**src/rtl/axi_bridge_pkg.sv**
```systemverilog
// Shared encodings for the cache-to-AXI bridge: client request types, AXI burst/size
// constants, FSM state enums and a helper that yields the line-offset width.
package axi_bridge_pkg;

  // Client request type encodings (rd_type / wr_type).
  localparam logic [2:0] RT_BYTE = 3'b000;
  localparam logic [2:0] RT_HALF = 3'b001;
  localparam logic [2:0] RT_WORD = 3'b010;
  localparam logic [2:0] RT_LINE = 3'b100;

  // AXI fixed fields.
  localparam logic [1:0] BURST_INCR = 2'b01;
  localparam logic [2:0] SIZE_WORD  = 3'b010;
  localparam logic [1:0] AXI_LOCK   = 2'b00;
  localparam logic [3:0] AXI_CACHE  = 4'b0000;
  localparam logic [2:0] AXI_PROT   = 3'b000;

  typedef enum logic {
    ArIdle,
    ArAddr
  } ar_state_e;

  typedef enum logic [1:0] {
    WIdle,
    WSend,
    WResp
  } w_state_e;

  // Byte-offset bits within a cache line of 32-bit words.
  function automatic int unsigned line_off_bits(int unsigned line_words);
    return $clog2(line_words * 4);
  endfunction

endpackage

```
**src/rtl/axi_cache_bridge_mc_if.sv**
```systemverilog
// AXI3 bus bundle (AR, R, AW, W, B channels) between the cache bridge and the interconnect.
// master: the bridge side; slave: the interconnect / memory model side.
interface axi_cache_bridge_mc_if #(
  parameter int unsigned ADDR_W = 32,
  parameter int unsigned DATA_W = 32,
  parameter int unsigned ID_W   = 4
);
  logic [ID_W-1:0]   arid;
  logic [ADDR_W-1:0] araddr;
  logic [7:0]        arlen;
  logic [2:0]        arsize;
  logic [1:0]        arburst;
  logic [1:0]        arlock;
  logic [3:0]        arcache;
  logic [2:0]        arprot;
  logic              arvalid;
  logic              arready;

  logic [ID_W-1:0]   rid;
  logic [DATA_W-1:0] rdata;
  logic [1:0]        rresp;
  logic              rlast;
  logic              rvalid;
  logic              rready;

  logic [ID_W-1:0]   awid;
  logic [ADDR_W-1:0] awaddr;
  logic [7:0]        awlen;
  logic [2:0]        awsize;
  logic [1:0]        awburst;
  logic [1:0]        awlock;
  logic [3:0]        awcache;
  logic [2:0]        awprot;
  logic              awvalid;
  logic              awready;

  logic [ID_W-1:0]   wid;
  logic [DATA_W-1:0] wdata;
  logic [3:0]        wstrb;
  logic              wlast;
  logic              wvalid;
  logic              wready;

  logic [ID_W-1:0]   bid;
  logic [1:0]        bresp;
  logic              bvalid;
  logic              bready;

  modport master (
    output arid, araddr, arlen, arsize, arburst, arlock, arcache, arprot, arvalid,
    input  arready,
    input  rid, rdata, rresp, rlast, rvalid,
    output rready,
    output awid, awaddr, awlen, awsize, awburst, awlock, awcache, awprot, awvalid,
    input  awready,
    output wid, wdata, wstrb, wlast, wvalid,
    input  wready,
    input  bid, bresp, bvalid,
    output bready
  );

  modport slave (
    input  arid, araddr, arlen, arsize, arburst, arlock, arcache, arprot, arvalid,
    output arready,
    output rid, rdata, rresp, rlast, rvalid,
    input  rready,
    input  awid, awaddr, awlen, awsize, awburst, awlock, awcache, awprot, awvalid,
    output awready,
    input  wid, wdata, wstrb, wlast, wvalid,
    output wready,
    output bid, bresp, bvalid,
    input  bready
  );
endinterface

```
**src/rtl/rr_arbiter.sv**
```systemverilog
// Combinational round-robin arbiter. The search starts at ptr_i and wraps; the caller owns
// and advances the pointer.
//   req_i       per-requester request
//   ptr_i       highest-priority index this cycle
//   gnt_o       one-hot grant
//   gnt_idx_o   index of the granted requester
//   gnt_valid_o some requester was granted
module rr_arbiter #(
  parameter int unsigned N    = 2,
  parameter int unsigned IdxW = (N > 1) ? $clog2(N) : 1
) (
  input  logic [N-1:0]    req_i,
  input  logic [IdxW-1:0] ptr_i,
  output logic [N-1:0]    gnt_o,
  output logic [IdxW-1:0] gnt_idx_o,
  output logic            gnt_valid_o
);

  int unsigned cand;

  always_comb begin
    gnt_o       = '0;
    gnt_idx_o   = '0;
    gnt_valid_o = 1'b0;
    cand        = 0;
    for (int unsigned k = 0; k < N; k++) begin
      cand = (int'(ptr_i) + k) % N;
      if (!gnt_valid_o && req_i[cand]) begin
        gnt_valid_o = 1'b1;
        gnt_idx_o   = IdxW'(cand);
        gnt_o[cand] = 1'b1;
      end
    end
  end

endmodule

```
**src/rtl/axi_cache_bridge_mc.sv**
```systemverilog
// AXI3 master bridge: NUM_RD cache read clients plus one write-back client onto one AXI port.
// Reads are arbitrated round-robin, one outstanding per client (ARID = client index); writes
// use AWID = WID = NUM_RD. Reads hitting the line of an in-flight write are held off.
// Ports:
//   aclk, aresetn                          clock, async active-low reset
//   rd_req/rd_type/rd_addr -> rd_rdy       read clients (type 000 b, 001 h, 010 w, 100 line)
//   ret_valid/ret_last/ret_data            read return, routed by rid
//   wr_req/wr_type/wr_addr/wr_wstrb/wr_data -> wr_rdy   write-back client
//   axi                                    AXI3 master port
// Optional: define AXI_BRIDGE_PERF_EN to add perf_rd_cnt / perf_wr_cnt / perf_stall_cnt.
module axi_cache_bridge_mc
  import axi_bridge_pkg::*;
#(
  parameter int unsigned NUM_RD     = 2,
  parameter int unsigned LINE_WORDS = 4,
  parameter int unsigned ADDR_W     = 32,
  parameter int unsigned DATA_W     = 32,
  parameter int unsigned ID_W       = 4
) (
  input  logic                         aclk,
  input  logic                         aresetn,
  input  logic [NUM_RD-1:0]            rd_req,
  input  logic [3*NUM_RD-1:0]          rd_type,
  input  logic [ADDR_W*NUM_RD-1:0]     rd_addr,
  output logic [NUM_RD-1:0]            rd_rdy,
  output logic [NUM_RD-1:0]            ret_valid,
  output logic                         ret_last,
  output logic [DATA_W-1:0]            ret_data,
  input  logic                         wr_req,
  input  logic [2:0]                   wr_type,
  input  logic [ADDR_W-1:0]            wr_addr,
  input  logic [3:0]                   wr_wstrb,
  input  logic [DATA_W*LINE_WORDS-1:0] wr_data,
  output logic                         wr_rdy,
`ifdef AXI_BRIDGE_PERF_EN
  output logic [31:0]                  perf_rd_cnt,
  output logic [31:0]                  perf_wr_cnt,
  output logic [31:0]                  perf_stall_cnt,
`endif
  axi_cache_bridge_mc_if.master        axi
);

  localparam int unsigned OffW   = line_off_bits(LINE_WORDS);
  localparam int unsigned LineW  = ADDR_W - OffW;
  localparam int unsigned IdxW   = (NUM_RD > 1) ? $clog2(NUM_RD) : 1;
  localparam int unsigned WcntW  = (LINE_WORDS > 1) ? $clog2(LINE_WORDS) : 1;

  // AR side state
  ar_state_e             ar_state_q, ar_state_d;
  logic [ID_W-1:0]       arid_q, arid_d;
  logic [ADDR_W-1:0]     araddr_q, araddr_d;
  logic [7:0]            arlen_q, arlen_d;
  logic [2:0]            arsize_q, arsize_d;
  logic                  arvalid_q, arvalid_d;
  logic [NUM_RD-1:0]     outstanding_q, outstanding_d;
  logic [IdxW-1:0]       rr_ptr_q, rr_ptr_d;

  // W side state
  w_state_e                     w_state_q, w_state_d;
  logic [ADDR_W-1:0]            awaddr_q, awaddr_d;
  logic [7:0]                   awlen_q, awlen_d;
  logic [2:0]                   awsize_q, awsize_d;
  logic [3:0]                   wstrb_q, wstrb_d;
  logic [DATA_W*LINE_WORDS-1:0] line_q, line_d;
  logic [WcntW-1:0]             wcnt_q, wcnt_d;
  logic                         awvalid_q, awvalid_d;
  logic                         wvalid_q, wvalid_d;
  logic                         aw_done_q, aw_done_d;
  logic                         w_done_q, w_done_d;
  logic                         bready_q, bready_d;

  logic [NUM_RD-1:0] hazard, eligible, gnt;
  logic [IdxW-1:0]   gnt_idx;
  logic              gnt_valid;
  logic [2:0]        gtype;
  logic              wr_fire, r_last_fire, aw_hs, w_hs, w_last_hs;
  logic              unused_axi;

  assign unused_axi = ^{axi.rresp, axi.bid, axi.bresp};

  // ---------------- Hazard and eligibility ----------------
  assign wr_rdy  = (w_state_q == WIdle) && aresetn;
  assign wr_fire = wr_req && wr_rdy;

  always_comb begin
    hazard = '0;
    for (int unsigned i = 0; i < NUM_RD; i++) begin
      // Busy write line, or a write being accepted into the same line this cycle.
      hazard[i] = ((w_state_q != WIdle) &&
                   (rd_addr[ADDR_W*i+OffW +: LineW] == awaddr_q[ADDR_W-1:OffW])) ||
                  (wr_fire && (rd_addr[ADDR_W*i+OffW +: LineW] == wr_addr[ADDR_W-1:OffW]));
    end
  end

  // Uses the pre-clear outstanding flag so a same-cycle rlast cannot re-grant its client.
  assign eligible = rd_req & ~outstanding_q & ~hazard;

  rr_arbiter #(
    .N    (NUM_RD),
    .IdxW (IdxW)
  ) u_rr_arbiter (
    .req_i       (eligible),
    .ptr_i       (rr_ptr_q),
    .gnt_o       (gnt),
    .gnt_idx_o   (gnt_idx),
    .gnt_valid_o (gnt_valid)
  );

  assign rd_rdy = ((ar_state_q == ArIdle) && aresetn) ? gnt : '0;

  // ---------------- R pass-through ----------------
  assign axi.rready = 1'b1;
  assign ret_data   = axi.rdata;
  assign ret_last   = axi.rvalid & axi.rlast;
  assign r_last_fire = axi.rvalid & axi.rlast;

  always_comb begin
    ret_valid = '0;
    for (int unsigned i = 0; i < NUM_RD; i++) begin
      ret_valid[i] = axi.rvalid && (axi.rid == ID_W'(i));
    end
  end

  // ---------------- AR FSM ----------------
  always_comb begin
    ar_state_d    = ar_state_q;
    arid_d        = arid_q;
    araddr_d      = araddr_q;
    arlen_d       = arlen_q;
    arsize_d      = arsize_q;
    arvalid_d     = arvalid_q;
    rr_ptr_d      = rr_ptr_q;
    outstanding_d = outstanding_q;
    gtype         = rd_type[3*int'(gnt_idx) +: 3];

    // Beats with rid >= NUM_RD match no client and are dropped here.
    for (int unsigned i = 0; i < NUM_RD; i++) begin
      if (r_last_fire && (axi.rid == ID_W'(i))) outstanding_d[i] = 1'b0;
    end

    unique case (ar_state_q)
      ArIdle: begin
        if (gnt_valid) begin
          arid_d        = ID_W'(gnt_idx);
          araddr_d      = rd_addr[ADDR_W*int'(gnt_idx) +: ADDR_W];
          arlen_d       = (gtype == RT_LINE) ? 8'(LINE_WORDS - 1) : 8'd0;
          arsize_d      = (gtype == RT_LINE) ? SIZE_WORD : {1'b0, gtype[1:0]};
          outstanding_d = outstanding_d | gnt;
          rr_ptr_d      = IdxW'((int'(gnt_idx) + 1) % NUM_RD);
          arvalid_d     = 1'b1;
          ar_state_d    = ArAddr;
        end
      end
      ArAddr: begin
        if (axi.arready) begin
          arvalid_d  = 1'b0;
          ar_state_d = ArIdle;
        end
      end
      default: ar_state_d = ArIdle;
    endcase
  end

  always_ff @(posedge aclk or negedge aresetn) begin
    if (!aresetn) begin
      ar_state_q    <= ArIdle;
      arid_q        <= '0;
      araddr_q      <= '0;
      arlen_q       <= '0;
      arsize_q      <= '0;
      arvalid_q     <= 1'b0;
      rr_ptr_q      <= '0;
      outstanding_q <= '0;
    end else begin
      ar_state_q    <= ar_state_d;
      arid_q        <= arid_d;
      araddr_q      <= araddr_d;
      arlen_q       <= arlen_d;
      arsize_q      <= arsize_d;
      arvalid_q     <= arvalid_d;
      rr_ptr_q      <= rr_ptr_d;
      outstanding_q <= outstanding_d;
    end
  end

  assign axi.arid    = arid_q;
  assign axi.araddr  = araddr_q;
  assign axi.arlen   = arlen_q;
  assign axi.arsize  = arsize_q;
  assign axi.arburst = BURST_INCR;
  assign axi.arlock  = AXI_LOCK;
  assign axi.arcache = AXI_CACHE;
  assign axi.arprot  = AXI_PROT;
  assign axi.arvalid = arvalid_q;

  // ---------------- Write FSM ----------------
  assign aw_hs     = awvalid_q & axi.awready;
  assign w_hs      = wvalid_q & axi.wready;
  assign w_last_hs = w_hs & axi.wlast;

  always_comb begin
    w_state_d = w_state_q;
    awaddr_d  = awaddr_q;
    awlen_d   = awlen_q;
    awsize_d  = awsize_q;
    wstrb_d   = wstrb_q;
    line_d    = line_q;
    wcnt_d    = wcnt_q;
    awvalid_d = awvalid_q;
    wvalid_d  = wvalid_q;
    aw_done_d = aw_done_q;
    w_done_d  = w_done_q;
    bready_d  = bready_q;

    unique case (w_state_q)
      WIdle: begin
        if (wr_req) begin
          awaddr_d  = wr_addr;
          awlen_d   = (wr_type == RT_LINE) ? 8'(LINE_WORDS - 1) : 8'd0;
          awsize_d  = (wr_type == RT_LINE) ? SIZE_WORD : {1'b0, wr_type[1:0]};
          wstrb_d   = (wr_type == RT_LINE) ? 4'hF : wr_wstrb;
          line_d    = wr_data;
          wcnt_d    = '0;
          awvalid_d = 1'b1;
          wvalid_d  = 1'b1;
          aw_done_d = 1'b0;
          w_done_d  = 1'b0;
          w_state_d = WSend;
        end
      end
      WSend: begin
        // AW and W progress independently; either may finish first.
        if (aw_hs) begin
          awvalid_d = 1'b0;
          aw_done_d = 1'b1;
        end
        if (w_hs) begin
          if (axi.wlast) begin
            wvalid_d = 1'b0;
            w_done_d = 1'b1;
          end else begin
            wcnt_d = WcntW'(wcnt_q + 1'b1);
          end
        end
        if ((aw_done_q || aw_hs) && (w_done_q || w_last_hs)) begin
          bready_d  = 1'b1;
          w_state_d = WResp;
        end
      end
      WResp: begin
        if (axi.bvalid) begin
          bready_d  = 1'b0;
          w_state_d = WIdle;
        end
      end
      default: w_state_d = WIdle;
    endcase
  end

  always_ff @(posedge aclk or negedge aresetn) begin
    if (!aresetn) begin
      w_state_q <= WIdle;
      awaddr_q  <= '0;
      awlen_q   <= '0;
      awsize_q  <= '0;
      wstrb_q   <= '0;
      line_q    <= '0;
      wcnt_q    <= '0;
      awvalid_q <= 1'b0;
      wvalid_q  <= 1'b0;
      aw_done_q <= 1'b0;
      w_done_q  <= 1'b0;
      bready_q  <= 1'b0;
    end else begin
      w_state_q <= w_state_d;
      awaddr_q  <= awaddr_d;
      awlen_q   <= awlen_d;
      awsize_q  <= awsize_d;
      wstrb_q   <= wstrb_d;
      line_q    <= line_d;
      wcnt_q    <= wcnt_d;
      awvalid_q <= awvalid_d;
      wvalid_q  <= wvalid_d;
      aw_done_q <= aw_done_d;
      w_done_q  <= w_done_d;
      bready_q  <= bready_d;
    end
  end

  assign axi.awid    = ID_W'(NUM_RD);
  assign axi.awaddr  = awaddr_q;
  assign axi.awlen   = awlen_q;
  assign axi.awsize  = awsize_q;
  assign axi.awburst = BURST_INCR;
  assign axi.awlock  = AXI_LOCK;
  assign axi.awcache = AXI_CACHE;
  assign axi.awprot  = AXI_PROT;
  assign axi.awvalid = awvalid_q;
  assign axi.wid     = ID_W'(NUM_RD);
  assign axi.wdata   = line_q[DATA_W*int'(wcnt_q) +: DATA_W];
  assign axi.wstrb   = wstrb_q;
  assign axi.wlast   = (8'(wcnt_q) == awlen_q);
  assign axi.wvalid  = wvalid_q;
  assign axi.bready  = bready_q;

`ifdef AXI_BRIDGE_PERF_EN
  logic [31:0] perf_rd_q, perf_rd_d, perf_wr_q, perf_wr_d, perf_stall_q, perf_stall_d;

  always_comb begin
    perf_rd_d    = perf_rd_q + {31'd0, axi.arvalid & axi.arready};
    perf_wr_d    = perf_wr_q + {31'd0, axi.bvalid & axi.bready};
    // Stalled purely by a line hazard: requesting, not outstanding, but hazarded.
    perf_stall_d = perf_stall_q + {31'd0, |(rd_req & ~outstanding_q & hazard)};
  end

  always_ff @(posedge aclk or negedge aresetn) begin
    if (!aresetn) begin
      perf_rd_q    <= '0;
      perf_wr_q    <= '0;
      perf_stall_q <= '0;
    end else begin
      perf_rd_q    <= perf_rd_d;
      perf_wr_q    <= perf_wr_d;
      perf_stall_q <= perf_stall_d;
    end
  end

  assign perf_rd_cnt    = perf_rd_q;
  assign perf_wr_cnt    = perf_wr_q;
  assign perf_stall_cnt = perf_stall_q;
`endif

endmodule

```
**src/flat_wrapper.sv**
```systemverilog
// flat-port wrapper written by rule: the top's interface ports become plain ports
module axi_cache_bridge_mc_flat import axi_bridge_pkg::*;
#(
  parameter int unsigned NUM_RD     = 2,
  parameter int unsigned LINE_WORDS = 4,
  parameter int unsigned ADDR_W     = 32,
  parameter int unsigned DATA_W     = 32,
  parameter int unsigned ID_W       = 4
)
  (aclk, aresetn, rd_req, rd_type, rd_addr, rd_rdy, ret_valid, ret_last, ret_data, wr_req, wr_type, wr_addr, wr_wstrb, wr_data, wr_rdy, axi_arid, axi_araddr, axi_arlen, axi_arsize, axi_arburst, axi_arlock, axi_arcache, axi_arprot, axi_arvalid, axi_arready, axi_rid, axi_rdata, axi_rresp, axi_rlast, axi_rvalid, axi_rready, axi_awid, axi_awaddr, axi_awlen, axi_awsize, axi_awburst, axi_awlock, axi_awcache, axi_awprot, axi_awvalid, axi_awready, axi_wid, axi_wdata, axi_wstrb, axi_wlast, axi_wvalid, axi_wready, axi_bid, axi_bresp, axi_bvalid, axi_bready);
  axi_cache_bridge_mc_if #(.ADDR_W(ADDR_W), .DATA_W(DATA_W), .ID_W(ID_W)) axi_i ();
  input  logic aclk;
  input  logic aresetn;
  input  logic [NUM_RD-1:0] rd_req;
  input  logic [3*NUM_RD-1:0] rd_type;
  input  logic [ADDR_W*NUM_RD-1:0] rd_addr;
  output logic [NUM_RD-1:0] rd_rdy;
  output logic [NUM_RD-1:0] ret_valid;
  output logic ret_last;
  output logic [DATA_W-1:0] ret_data;
  input  logic wr_req;
  input  logic [2:0] wr_type;
  input  logic [ADDR_W-1:0] wr_addr;
  input  logic [3:0] wr_wstrb;
  input  logic [DATA_W*LINE_WORDS-1:0] wr_data;
  output logic wr_rdy;
  output wire logic [$bits(axi_i.arid)-1:0] axi_arid;
  output wire logic [$bits(axi_i.araddr)-1:0] axi_araddr;
  output wire logic [$bits(axi_i.arlen)-1:0] axi_arlen;
  output wire logic [$bits(axi_i.arsize)-1:0] axi_arsize;
  output wire logic [$bits(axi_i.arburst)-1:0] axi_arburst;
  output wire logic [$bits(axi_i.arlock)-1:0] axi_arlock;
  output wire logic [$bits(axi_i.arcache)-1:0] axi_arcache;
  output wire logic [$bits(axi_i.arprot)-1:0] axi_arprot;
  output wire logic [$bits(axi_i.arvalid)-1:0] axi_arvalid;
  input wire logic [$bits(axi_i.arready)-1:0] axi_arready;
  input wire logic [$bits(axi_i.rid)-1:0] axi_rid;
  input wire logic [$bits(axi_i.rdata)-1:0] axi_rdata;
  input wire logic [$bits(axi_i.rresp)-1:0] axi_rresp;
  input wire logic [$bits(axi_i.rlast)-1:0] axi_rlast;
  input wire logic [$bits(axi_i.rvalid)-1:0] axi_rvalid;
  output wire logic [$bits(axi_i.rready)-1:0] axi_rready;
  output wire logic [$bits(axi_i.awid)-1:0] axi_awid;
  output wire logic [$bits(axi_i.awaddr)-1:0] axi_awaddr;
  output wire logic [$bits(axi_i.awlen)-1:0] axi_awlen;
  output wire logic [$bits(axi_i.awsize)-1:0] axi_awsize;
  output wire logic [$bits(axi_i.awburst)-1:0] axi_awburst;
  output wire logic [$bits(axi_i.awlock)-1:0] axi_awlock;
  output wire logic [$bits(axi_i.awcache)-1:0] axi_awcache;
  output wire logic [$bits(axi_i.awprot)-1:0] axi_awprot;
  output wire logic [$bits(axi_i.awvalid)-1:0] axi_awvalid;
  input wire logic [$bits(axi_i.awready)-1:0] axi_awready;
  output wire logic [$bits(axi_i.wid)-1:0] axi_wid;
  output wire logic [$bits(axi_i.wdata)-1:0] axi_wdata;
  output wire logic [$bits(axi_i.wstrb)-1:0] axi_wstrb;
  output wire logic [$bits(axi_i.wlast)-1:0] axi_wlast;
  output wire logic [$bits(axi_i.wvalid)-1:0] axi_wvalid;
  input wire logic [$bits(axi_i.wready)-1:0] axi_wready;
  input wire logic [$bits(axi_i.bid)-1:0] axi_bid;
  input wire logic [$bits(axi_i.bresp)-1:0] axi_bresp;
  input wire logic [$bits(axi_i.bvalid)-1:0] axi_bvalid;
  output wire logic [$bits(axi_i.bready)-1:0] axi_bready;
  assign axi_arid = axi_i.arid;
  assign axi_araddr = axi_i.araddr;
  assign axi_arlen = axi_i.arlen;
  assign axi_arsize = axi_i.arsize;
  assign axi_arburst = axi_i.arburst;
  assign axi_arlock = axi_i.arlock;
  assign axi_arcache = axi_i.arcache;
  assign axi_arprot = axi_i.arprot;
  assign axi_arvalid = axi_i.arvalid;
  assign axi_i.arready = axi_arready;
  assign axi_i.rid = axi_rid;
  assign axi_i.rdata = axi_rdata;
  assign axi_i.rresp = axi_rresp;
  assign axi_i.rlast = axi_rlast;
  assign axi_i.rvalid = axi_rvalid;
  assign axi_rready = axi_i.rready;
  assign axi_awid = axi_i.awid;
  assign axi_awaddr = axi_i.awaddr;
  assign axi_awlen = axi_i.awlen;
  assign axi_awsize = axi_i.awsize;
  assign axi_awburst = axi_i.awburst;
  assign axi_awlock = axi_i.awlock;
  assign axi_awcache = axi_i.awcache;
  assign axi_awprot = axi_i.awprot;
  assign axi_awvalid = axi_i.awvalid;
  assign axi_i.awready = axi_awready;
  assign axi_wid = axi_i.wid;
  assign axi_wdata = axi_i.wdata;
  assign axi_wstrb = axi_i.wstrb;
  assign axi_wlast = axi_i.wlast;
  assign axi_wvalid = axi_i.wvalid;
  assign axi_i.wready = axi_wready;
  assign axi_i.bid = axi_bid;
  assign axi_i.bresp = axi_bresp;
  assign axi_i.bvalid = axi_bvalid;
  assign axi_bready = axi_i.bready;
  axi_cache_bridge_mc #(.NUM_RD(NUM_RD), .LINE_WORDS(LINE_WORDS), .ADDR_W(ADDR_W), .DATA_W(DATA_W), .ID_W(ID_W)) u_core (.aclk(aclk), .aresetn(aresetn), .rd_req(rd_req), .rd_type(rd_type), .rd_addr(rd_addr), .rd_rdy(rd_rdy), .ret_valid(ret_valid), .ret_last(ret_last), .ret_data(ret_data), .wr_req(wr_req), .wr_type(wr_type), .wr_addr(wr_addr), .wr_wstrb(wr_wstrb), .wr_data(wr_data), .wr_rdy(wr_rdy), .axi(axi_i));
endmodule
```
**config.mk**
```make
export PLATFORM = sky130hd
export DESIGN_NAME = axi_cache_bridge_mc_flat
export DESIGN_NICKNAME = d
export VERILOG_FILES = /design/src/rtl/axi_bridge_pkg.sv /design/src/rtl/axi_cache_bridge_mc_if.sv /design/src/rtl/rr_arbiter.sv /design/src/rtl/axi_cache_bridge_mc.sv /design/src/flat_wrapper.sv
export SDC_FILE = /design/constraint.sdc
export NUM_CORES = 1
export LEC_CHECK = 0
export CAP_MARGIN = 20
export CORE_AREA = 5 5 187 189
export CTS_CLUSTER_SIZE = 25
export DETAILED_ROUTE_END_ITERATION = 7
export DIE_AREA = 0 0 192 194
export MAX_ROUTING_LAYER = met4
export PLACE_DENSITY = 0.67
export SETUP_SLACK_MARGIN = 0.02
export SLEW_MARGIN = 10
export SYNTH_ARGS = -nofsm -noshare
export SYNTH_HDL_FRONTEND = slang
export SYNTH_HIERARCHICAL = 1
export SYNTH_SLANG_ARGS = --single-unit
```
**constraint.sdc**
```tcl
create_clock -name aclk -period 5.54 [get_ports aclk]
set_input_delay 0.831 -clock aclk [delete_from_list [all_inputs] [get_ports aclk]]
set_output_delay 0.831 -clock aclk [all_outputs]
set_load 0.05 [all_outputs]
```
==> results summary <==
The run finished with clean final reports. Summed over all layers, the routed wires come to 38,500 µm. The placed wire-length estimate after detailed placement came out at 29,200 µm. The largest driver fanout on the critical path came out at 4.

The average routed wire per standard cell is 19.17 µm. nand2_1 is the most common cell in the netlist. The achievable clock frequency is 0.1963 GHz. Adding up every negative setup slack in the final design gives 0 ns. The cell accounting for the most synthesized area is dfrtp_1. The number of nets in the layout came out at 1,828. At the end of routability-driven placement, the weighted congestion stood at 1.073.

The CTS tree is yes. The die covers 37,250 µm². The area share of the largest cell type after synthesis is 0.4848. The worst clock skew came out at 0.01271 ns. Setup violations remaining at the end of the flow were counted as 0.

The leading register cell type out of synthesis is dfrtp_1. The min-delay analysis places its worst path in the category in -> async. The buffer levels on the longest clock path came out at 3. The wire length on met2 came out at 18,630 µm. The number of CTS-inserted buffers is 26. The highest cell delay on the worst timing path is 0.82 ns. The setup slack of the most critical reg-to-reg path came out at 2.01 ns. The final number of hold-violating endpoints came out at 0.

The worst setup path is captured at an output port. Dividing total power by cell area gives a power density of 619.7 nW/µm². Synthesis inferred 217 register bits. The number of routed nets with antenna violations is 0. The share of final-layout standard cells stronger than drive strength 1 came out at 0.06178. The arrival time at the worst endpoint is 4.26 ns. The worst setup path is launched from an input port. The first TritonRoute pass finished after 5 iterations. The synthesized instance count is 1,218. The slowest stage of the critical path is the clkdlybuf4s50_1 cell.

The mean instance size in the synthesized netlist is 9.196 µm². The wire length of the first global-routing pass is 57,750 µm. Ranked by total cell area, the synthesized netlist is headed by dfrtp_1 (48%), nand2_1 (17%), mux4_2 (6.4%). The smallest clock period supported by the final layout is computed as 5.094 ns. The post-synthesis to final-layout area growth came out at 41.69%.

The highest routing layer actually used is met4. The cell sitting at the root of the clock tree is a clkbuf_16. The routed length on met3 came out at 4229 µm.

The overall via count from detail_route came out at 9,480. The cell leakage power is 7.098 nW. The worst vdd rail ir drop is 490.8 µV.

The level count of the clock H-tree came out at 1. The first routing iteration left 406 violations. The area of the core came out at 33,110 µm². The number of library cell types mapped by synthesis is 42.

The final design utilization came out at 0.4793. The count of instances resized after the clock tree is built is 0. The endpoint identified for the worst register-to-register timing path is u_core/axi.araddr[7]$_DFFE_PN0P_.

Once the clock tree was built, the setup fixing pass inserted 0 buffers. The signal on the critical path passes through clkdlybuf4s50_1 -> xnor2_1 -> nand4_1 -> nor4_1 -> nand4_1 -> and4b_1 -> a21boi_0 -> and3_1 -> clkdlybuf4s50_1. The routed metal-1 wirelength is 13,950 µm. The global router's overall resource usage is 0.2045. The number of max-slew violations in the final report was 0. The starting density of the core is 0.3383.

The number of fill cells in the layout is 3,116. Of the synthesized area, sequential elements account for 0.4848. Max-cap violations in this run came to 0. The height of the chip is 194 µm. The die span in x came out at 192 µm. The critical path is of the in -> out type. The number of flops mapped to enable cells by yosys came out at 0. The via count of the first global-routing pass came out at 10,100.

Counting instances in the post-synthesis netlist gives the leading cell types as nand2_1 (498), dfrtp_1 (217), buf_4 (82). For the worst flop-to-flop path, the logic depth is 9. The detailed-route DRC error count is 0. The clock latency at the later pin of the worst-skew pair is 0.53 ns. The proportion of synthesized flip-flops having asynchronous set or reset came out at 1.000. The initial antenna violation count came out at 6.

The floorplan has 67 rows. The tree built by TritonCTS fans out to 217 sinks. The fraction of the cycle the final worst path needs is 0.9195.

The detailed-route vias per instance is 4.721. The clock slew seen by the registers of the worst setup and hold paths came out at 0.06 ns. The number of buffers added on ports is 371. After clock tree synthesis, the flow added hold-fix buffers numbering 0. At the pin with the least slew margin, the transition time is 1.043 ns.

After global routing the overflow that remains totals 0. The startpoint of the lowest-slack register-to-register path is u_core/axi.awaddr[24]$_DFFE_PN0P_. The netlist area before placement came out at 11,200 µm². For this design the top-level I/O count stands at 492.

Setup repair after global routing left no endpoint under its margin. The number of synthesis warnings came out at 6. STA puts the critical path data required time at 4.71 ns.

The normalized max-slew margin came out at 0.3047. Entering global routing, the biggest net connects 134 pins.
worst max-delay path by stage:
stage	end	cells past startpoint	start	slack, ns
2_1_floorplan	rd_rdy[0]	7	rd_addr[49]	2.30
3_3_place_gp	rd_rdy[1]	9	rd_addr[24]	0.59
3_5_place_dp	rd_rdy[1]	9	rd_addr[24]	0.54
4_1_cts	rd_rdy[1]	9	rd_addr[24]	0.53
5_1_grt	rd_rdy[1]	9	rd_addr[24]	0.43
6_report	rd_rdy[1]	9	rd_addr[24]	0.45
stage by stage:
step | power [mW] | instance area, µm² | setup WS [ns] | cells | hold WS, ns
after floorplan | 6.294 | 11370 | 2.302 | 1264 | 0.4403
after global placement | 7.961 | 14930 | 0.5868 | 1956 | 0.4528
after detailed placement | 8.055 | 14930 | 0.5445 | 1956 | 0.4579
after CTS | 9.951 | 15860 | 0.5329 | 2002 | 0.1782
after global routing | 10.42 | 15870 | 0.4271 | 2008 | 0.1980
final | 9.835 | 15870 | 0.4457 | 2008 | 0.1854
registers in the layout (all words and copies together) (netlist names):
register	cells
u_core/ar_state_q	1
u_core/aw_done_q	1
u_core/axi.araddr	32
u_core/axi.arid	1
u_core/axi.arlen	1
u_core/axi.arsize	2
u_core/axi.arvalid	1
u_core/axi.awaddr	32
u_core/axi.awlen	1
u_core/axi.awsize	2
u_core/axi.awvalid	1
u_core/axi.bready	1
u_core/axi.wstrb	4
u_core/axi.wvalid	1
u_core/line_q	128
u_core/outstanding_q	2
u_core/rr_ptr_q	1
u_core/w_done_q	1
u_core/w_state_q	2
u_core/wcnt_q	2
worst max-delay path, delay by kind of cell:
family / cells / cell delay (ns)
and+or+nand+nor: 5 / 1.35
buffers and inverters: 2 / 1.32
xor gates and xnor gates: 1 / 0.48
AOI/OAI and AO/OA: 1 / 0.27
per-layer routing:
layer  up-vias  global-route usage
met3        83             0.07220
met4         0             0.07924
met2       445              0.3371
met5         -                   -
met1      4492              0.2270
li1       4460                   -
layout by cell type (no fill, tap or decap), drive strengths merged, types with 14 or more instances in the layout:
master | Yosys | routed
nor2 | 43 | 43
clkbuf | 27 | 36
conb | 2 | 48
mux2i | 34 | 34
a21oi | 43 | 43
xor2 | 46 | 46
mux4 | 32 | 32
xnor2 | 66 | 66
nor4 | 14 | 14
clkdlybuf4s50 | 0 | 370
nand2 | 498 | 498
nand4 | 21 | 21
dfrtp | 217 | 217
kinds of logic (layout without fill, tap and decap cells):
| kind of cell | count (synthesis) | after routing | synth area share |
|---|---|---|---|
| AND/OR/NAND/NOR | 601 | 601 | 0.2160 |
| flip-flops | 217 | 217 | 0.4848 |
| multiplexers | 66 | 66 | 0.09473 |
| AO/OA/AOI/OAI | 71 | 71 | 0.03575 |
| XOR/XNOR | 112 | 112 | 0.08758 |
| buffers and inverters | 149 | 439 | 0.08043 |
| other | 2 | 54 | 0.0006705 |
report_power, final:
group | internal, mW | switching, mW | total [mW]
combinational | 1.82 | 3.26 | 5.08
sequential | 2.34 | 0.580 | 2.92
clock | 1.16 | 0.675 | 1.83
area by class of cell:
| class | instances | area (µm²) | area share |
|---|---|---|---|
| sequential | 217 | 5433 | 0.3423 |
| multi-input combinational | 898 | 5075 | 0.3198 |
| timing repair buffer | 383 | 3821 | 0.2408 |
| clock buffer | 36 | 738.2 | 0.04652 |
| tap | 448 | 560.5 | 0.03532 |
| clock inverter | 10 | 188.9 | 0.01190 |
| inverter | 10 | 38.79 | 0.002444 |
| antenna | 6 | 15.01 | 0.0009461 |
Power figures use the tool's default switching activity.
